<file path="src/rtl/j1_stack_unit.sv">
// j1_stack_unit: parametrised J1 data/return stack with occupancy tracking,
// sticky overflow/underflow flags and a combinational PICK read port.
// Optional build macro: J1_STACK_GUARD_EN. When it is defined, any op that
// would overflow or underflow leaves sp, depth and memory untouched; the
// flags and the fault pulse are still raised so the core can trap.
module j1_stack_unit #(
    parameter int WIDTH     = 32,
    parameter int DEPTHBITS = 5
) (
    input  logic                 i_clk,
    input  logic                 i_reset,
    input  logic [1:0]           i_delta,
    input  logic                 i_we,
    input  logic [WIDTH-1:0]     i_wdata,
    output logic [WIDTH-1:0]     o_top,
    input  logic [DEPTHBITS-1:0] i_pick_idx,
    output logic [WIDTH-1:0]     o_pick_data,
    output logic [DEPTHBITS-1:0] o_sp,
    output logic [DEPTHBITS:0]   o_depth,
    input  logic                 i_clr_flags,
    output logic                 o_ovf,
    output logic                 o_unf,
    output logic                 o_fault
);

    localparam int DEPTH = 2**DEPTHBITS;
    // Signed working width: holds depth (0..DEPTH) plus a step of -2..+1.
    localparam int NW    = DEPTHBITS + 3;

    logic [WIDTH-1:0]     r_mem [DEPTH];
    logic [DEPTHBITS-1:0] r_sp;
    logic [DEPTHBITS:0]   r_depth;
    logic                 r_ovf;
    logic                 r_unf;
    logic                 r_fault;

    logic signed [NW-1:0] w_dn;
    logic signed [NW-1:0] w_nd;
    logic [DEPTHBITS-1:0] w_sp_n;
    logic [DEPTHBITS-1:0] w_pick_addr;
    logic [DEPTHBITS:0]   w_depth_n;
    logic                 w_ovf_ev;
    logic                 w_unf_ev;
    logic                 w_event;
    logic                 w_commit;

    // The 2-bit delta is a two's complement step: 00=0, 01=+1, 10=-2, 11=-1.
    assign w_dn     = {{(NW-2){i_delta[1]}}, i_delta};
    assign w_nd     = $signed({2'b00, r_depth}) + w_dn;
    assign w_sp_n   = r_sp + w_dn[DEPTHBITS-1:0];

    // Overwriting the top cell of an empty stack counts as an underflow.
    assign w_ovf_ev = (w_nd > $signed(NW'(DEPTH)));
    assign w_unf_ev = w_nd[NW-1] | ((i_delta == 2'b00) & i_we & (r_depth == '0));
    assign w_event  = w_ovf_ev | w_unf_ev;

`ifdef J1_STACK_GUARD_EN
    assign w_commit = ~w_event;
`else
    assign w_commit = 1'b1;
`endif

    // Next occupancy: saturate on events, otherwise follow the step.
    always_comb begin
        w_depth_n = w_nd[DEPTHBITS:0];
        if (w_ovf_ev)
            w_depth_n = (DEPTHBITS+1)'(DEPTH);
        else if (w_unf_ev)
            w_depth_n = '0;
    end

    // Storage: written at the new pointer, never cleared, blocked during reset.
    always_ff @(posedge i_clk) begin
        if (!i_reset && i_we && w_commit)
            r_mem[w_sp_n] <= i_wdata;
    end

    // Pointer, occupancy, sticky flags and the one-cycle fault pulse.
    always_ff @(posedge i_clk) begin
        if (i_reset) begin
            r_sp    <= '0;
            r_depth <= '0;
            r_ovf   <= 1'b0;
            r_unf   <= 1'b0;
            r_fault <= 1'b0;
        end else begin
            if (w_commit) begin
                r_sp    <= w_sp_n;
                r_depth <= w_depth_n;
            end
            // A new event beats a simultaneous clear.
            r_ovf   <= w_ovf_ev | (r_ovf & ~i_clr_flags);
            r_unf   <= w_unf_ev | (r_unf & ~i_clr_flags);
            r_fault <= w_event;
        end
    end

    assign w_pick_addr = r_sp - i_pick_idx;

    assign o_top       = r_mem[r_sp];
    assign o_pick_data = r_mem[w_pick_addr];
    assign o_sp        = r_sp;
    assign o_depth     = r_depth;
    assign o_ovf       = r_ovf;
    assign o_unf       = r_unf;
    assign o_fault     = r_fault;

endmodule

</file>
<file path="config.mk">
export PLATFORM = sky130hd
export DESIGN_NAME = j1_stack_unit
export DESIGN_NICKNAME = d
export VERILOG_FILES = /design/src/rtl/j1_stack_unit.sv
export SDC_FILE = /design/constraint.sdc
export NUM_CORES = 1
export LEC_CHECK = 0
export ABC_CLOCK_PERIOD_IN_PS = 6900
export CORE_MARGIN = 3
export CORE_UTILIZATION = 35
export CTS_CLUSTER_DIAMETER = 80
export DETAILED_ROUTE_END_ITERATION = 7
export PLACE_DENSITY_LB_ADDON = 0.08
export SYNTH_ARGS = -nofsm -noshare
export SYNTH_HDL_FRONTEND = slang
export SYNTH_SLANG_ARGS = --single-unit
</file>
<file path="constraint.sdc">
create_clock -name i_clk -period 6.9 [get_ports i_clk]
set_input_delay 1.035 -clock i_clk [delete_from_list [all_inputs] [get_ports i_clk]]
set_output_delay 1.035 -clock i_clk [all_outputs]
set_load 0.02 [all_outputs]
</file>
==> metrics.md <==
| Metric | Value |
|---|---|
| Yosys reg bits | `1038` |
| Net switching power | `6480 uW` |
| Post-cts sizing count | `0` |
| Worst Clk Skew | `18.5 ps` |
| Final Net Count | `2689` |
| Final hold violations | `0` |
| Cell variety after synth | `43` |
| Internal Pwr Total | `13100 uW` |
| Synth Instances | `2459` |
| CP Data Required Time | `5860 ps` |
| Worst VDD drop | `0.325 mV` |
| Synth warn | `0` |
| Slew Viols, Final | `0` |
| Area contributors post-synth | `edfxtp_1 64%, mux4_2 27%, nand2_1 2.3%` |
| R2r endpoint | `r_mem[12][11]` |
| Fraction of layout cells with a size suffix above 1 | `0.338` |
| Die width | `377 microns` |
| Hold-fix buffers, CTS | `0` |
| Overall Power | `19600 uW` |
| Maximum clock frequency | `163 MHz` |
| Routed len/inst | `35.1 microns` |
| Comb power frac | `0.330` |
| Most common cell in the netlist | `edfxtp_1` |
| Vias in the first global route | `28300` |
| Via count | `26900` |
| Row count | `135` |
| Post-synth top cells | `1024 x edfxtp_1, 576 x mux4_2, 291 x nand2_1` |
| Crit path DAT | `5110 ps` |
| Worst setup EP type | `primary output` |
| CTS max path bufs | `3` |
| Reg2reg setup slack | `1810 ps` |
| Min Tclk post-route | `6140 ps` |
| MaxCap Viol Count | `0` |
| Clock sinks | `1038` |
| Die ar. | `142000 sq um` |
| Synth Net Count | `2520` |
| Synth area leader | `edfxtp_1` |
| Reg-to-Reg Start | `o_sp[0]` |
| Main synth FF type | `edfxtp_1` |
| Final setup viols | `0` |
| Clock power share | `0.299` |
| Inserted Clock Buffers | `115` |
| RSZ-0062 raised after global routing | `false` |
| Largest net degree at the start of global routing | `90` |
| Crit-path slowest cell | `buf_4` |
| Hold_sp | `o_unf` |
| Layout area overhead | `16.2%` |
| CP cell instances | `buf_4, buf_4, mux4_2, mux4_2, mux2_2, clkdlybuf4s50_1` |
| Initial antenna violation count | `3` |
| Worst-Skew Late Latency | `730 ps` |
| Min-delay worst type | `register to register` |
| GRT overflow | `0` |
| DR pass1 iterations | `5` |
| Sum Neg Setup Slack | `0 ps` |
| CP Class | `register to primary output` |
| Total power divided by cell area | `350 nW/um^2` |
| Post-synth EDFFs | `1024` |
| Hold endpoint | `o_unf` |
| Setup bufs post-CTS | `0` |
| CP delay by family, top | `buffers and inverters` |
| IO Port Bufs | `120` |
| DP Wirelength | `86300 microns` |
| Reg clk slew, reported paths | `60 ps` |
| Worst reg-to-reg path cell count | `11` |
| DRT antenna net count | `0` |
| Die height | `377 microns` |
| 1st-iter DRT viols | `2643` |
| Global-route wire length before repair | `223000 microns` |
| Status | `finished clean` |
| Seq/Total Area, Yosys | `0.643` |
| CP Max Fanout | `58` |
| H-tree depth | `3` |
| Flop pwr share | `0.370` |
| I/O pins | `121` |
| Overall Global Routing Usage | `0.223` |
| Vias per cell | `5.97` |
| Post-synth ARST share | `0` |
| WHS Path Cells | `3` |
| Clock root cell | `clkbuf_16` |
| Yosys top cell area share | `0.638` |
| Core Area | `136000 sq um` |
| Mean Syn Cell Area | `19.6 sq um` |
| DR DRC count | `0` |
| Crit share post-route | `0.890` |
| Initial Util | `0.354` |
| Startpoint types | `register` |
| Worst-Margin Slew | `1190 ps` |
| Leak Pwr | `0.0173 uW` |
| CTS tree | `yes` |
| Worst path bufs/invs | `3` |
| Routability cong. | `0.739` |
| Slew headroom | `0.204` |
| Total Wirelength | `158000 microns` |
| Cell Area, Synth | `48200 sq um` |
| Critical path's largest stage delay | `870 ps` |
| Sw Ratio | `0.331` |
state kept, by name, summed over array words and instances, names as in the netlist:
signal and flops:
o_unf 1, o_sp 5, o_depth 6, r_mem 1024
o_ovf 1, o_fault 1
how the worst max path moves through the flow:
stage	depth (start not counted)	slack [ps]	from	endpoint
after CTS	6	720	o_sp[0]	o_top[15]
after floorplan	9	2370	i_delta[1]	r_mem[24][0]
after detailed placement	11	830	i_pick_idx[0]	o_pick_data[0]
after global routing	6	690	o_sp[0]	o_top[1]
final	6	760	o_sp[0]	o_top[1]
after global placement	11	820	i_pick_idx[0]	o_pick_data[0]
power groups by stage:
| stage | clock network [uW] | registers [uW] | logic, uW |
|---|---|---|---|
| after global routing | 6270 | 7270 | 6860 |
| after global placement | 0 | 7370 | 6590 |
| after floorplan | 0 | 7300 | 3670 |
| after detailed placement | 0 | 7390 | 6550 |
| final | 5860 | 7250 | 6470 |
| after CTS | 6020 | 7250 | 6580 |
placed cells by master, fill, tap and decap left out, types with 6 or more instances in the layout:
cell,instances
buf_12,34
bufinv_16,8
nand3_1,166
nor2_1,8
inv_1,12
nor2b_1,7
nand2_1,291
clkbuf_1,31
buf_4,79
ha_1,14
clkinv_1,26
mux2_2,32
a21oi_1,12
clkdlybuf4s50_1,120
a21o_1,6
o21ai_0,33
dfxtp_1,9
nor2_4,32
clkbuf_16,117
edfxtp_1,1024
clkinv_2,19
mux4_2,576
metrics by stage:
stage               std cells  cell area, sq um  hold WS (ps)   util  setup slack (ps)
floorplan                2459             48200           645      -              2370
global route             4502             56000           637  0.411               688
CTS                      4500             56000           584  0.411               715
finish                   4503             56000           581  0.411               757
global placement         4292             52500           571  0.385               823
detailed placement       4292             52500           572  0.385               832
cell families after synthesis:
| logic type | Yosys count | share of synthesized area |
|---|---|---|
| compound gates | 63 | 0.00773 |
| xor+xnor | 14 | 0.00254 |
| fa+ha+maj | 18 | 0.00514 |
| buf+inv | 193 | 0.0178 |
| flops | 1038 | 0.643 |
| mux | 608 | 0.276 |
| simple gates | 525 | 0.0468 |
worst reg2reg max path: stages (launching register included):
cell and delay (ps):
dfxtp_4 660, buf_4 810, ha_1 360, inv_1 60, fa_1 440, inv_1 80
a21o_1 100, a21oi_1 70, xnor2_1 480, nand3b_1 490, nor2_4 790, buf_12 390
final cells by class:
cell class                      instances  area [sq um]
Clock buffer                          148          3040
Fill cell                           12000         80100
Multi-Input combinational cell       1228         16700
Inverter                               12          45.0
Timing Repair Buffer                  233          2470
Sequential cell                      1038         31000
Clock inverter                         60           508
Tap cell                             1781          2230
Antenna cell                            3          7.51
routing by layer:
| metal | global-route usage | up-vias | part of all wire |
|---|---|---|---|
| met4 | 0.0518 | 0 | 0.023 |
| met1 | 0.309 | 14900 | 0.43 |
| li1 | - | 10800 | - |
| met5 | 0 | - | 0 |
| met2 | 0.372 | 1007 | 0.50 |
| met3 | 0.0361 | 210 | 0.055 |
(Power assumes the default switching activity.)
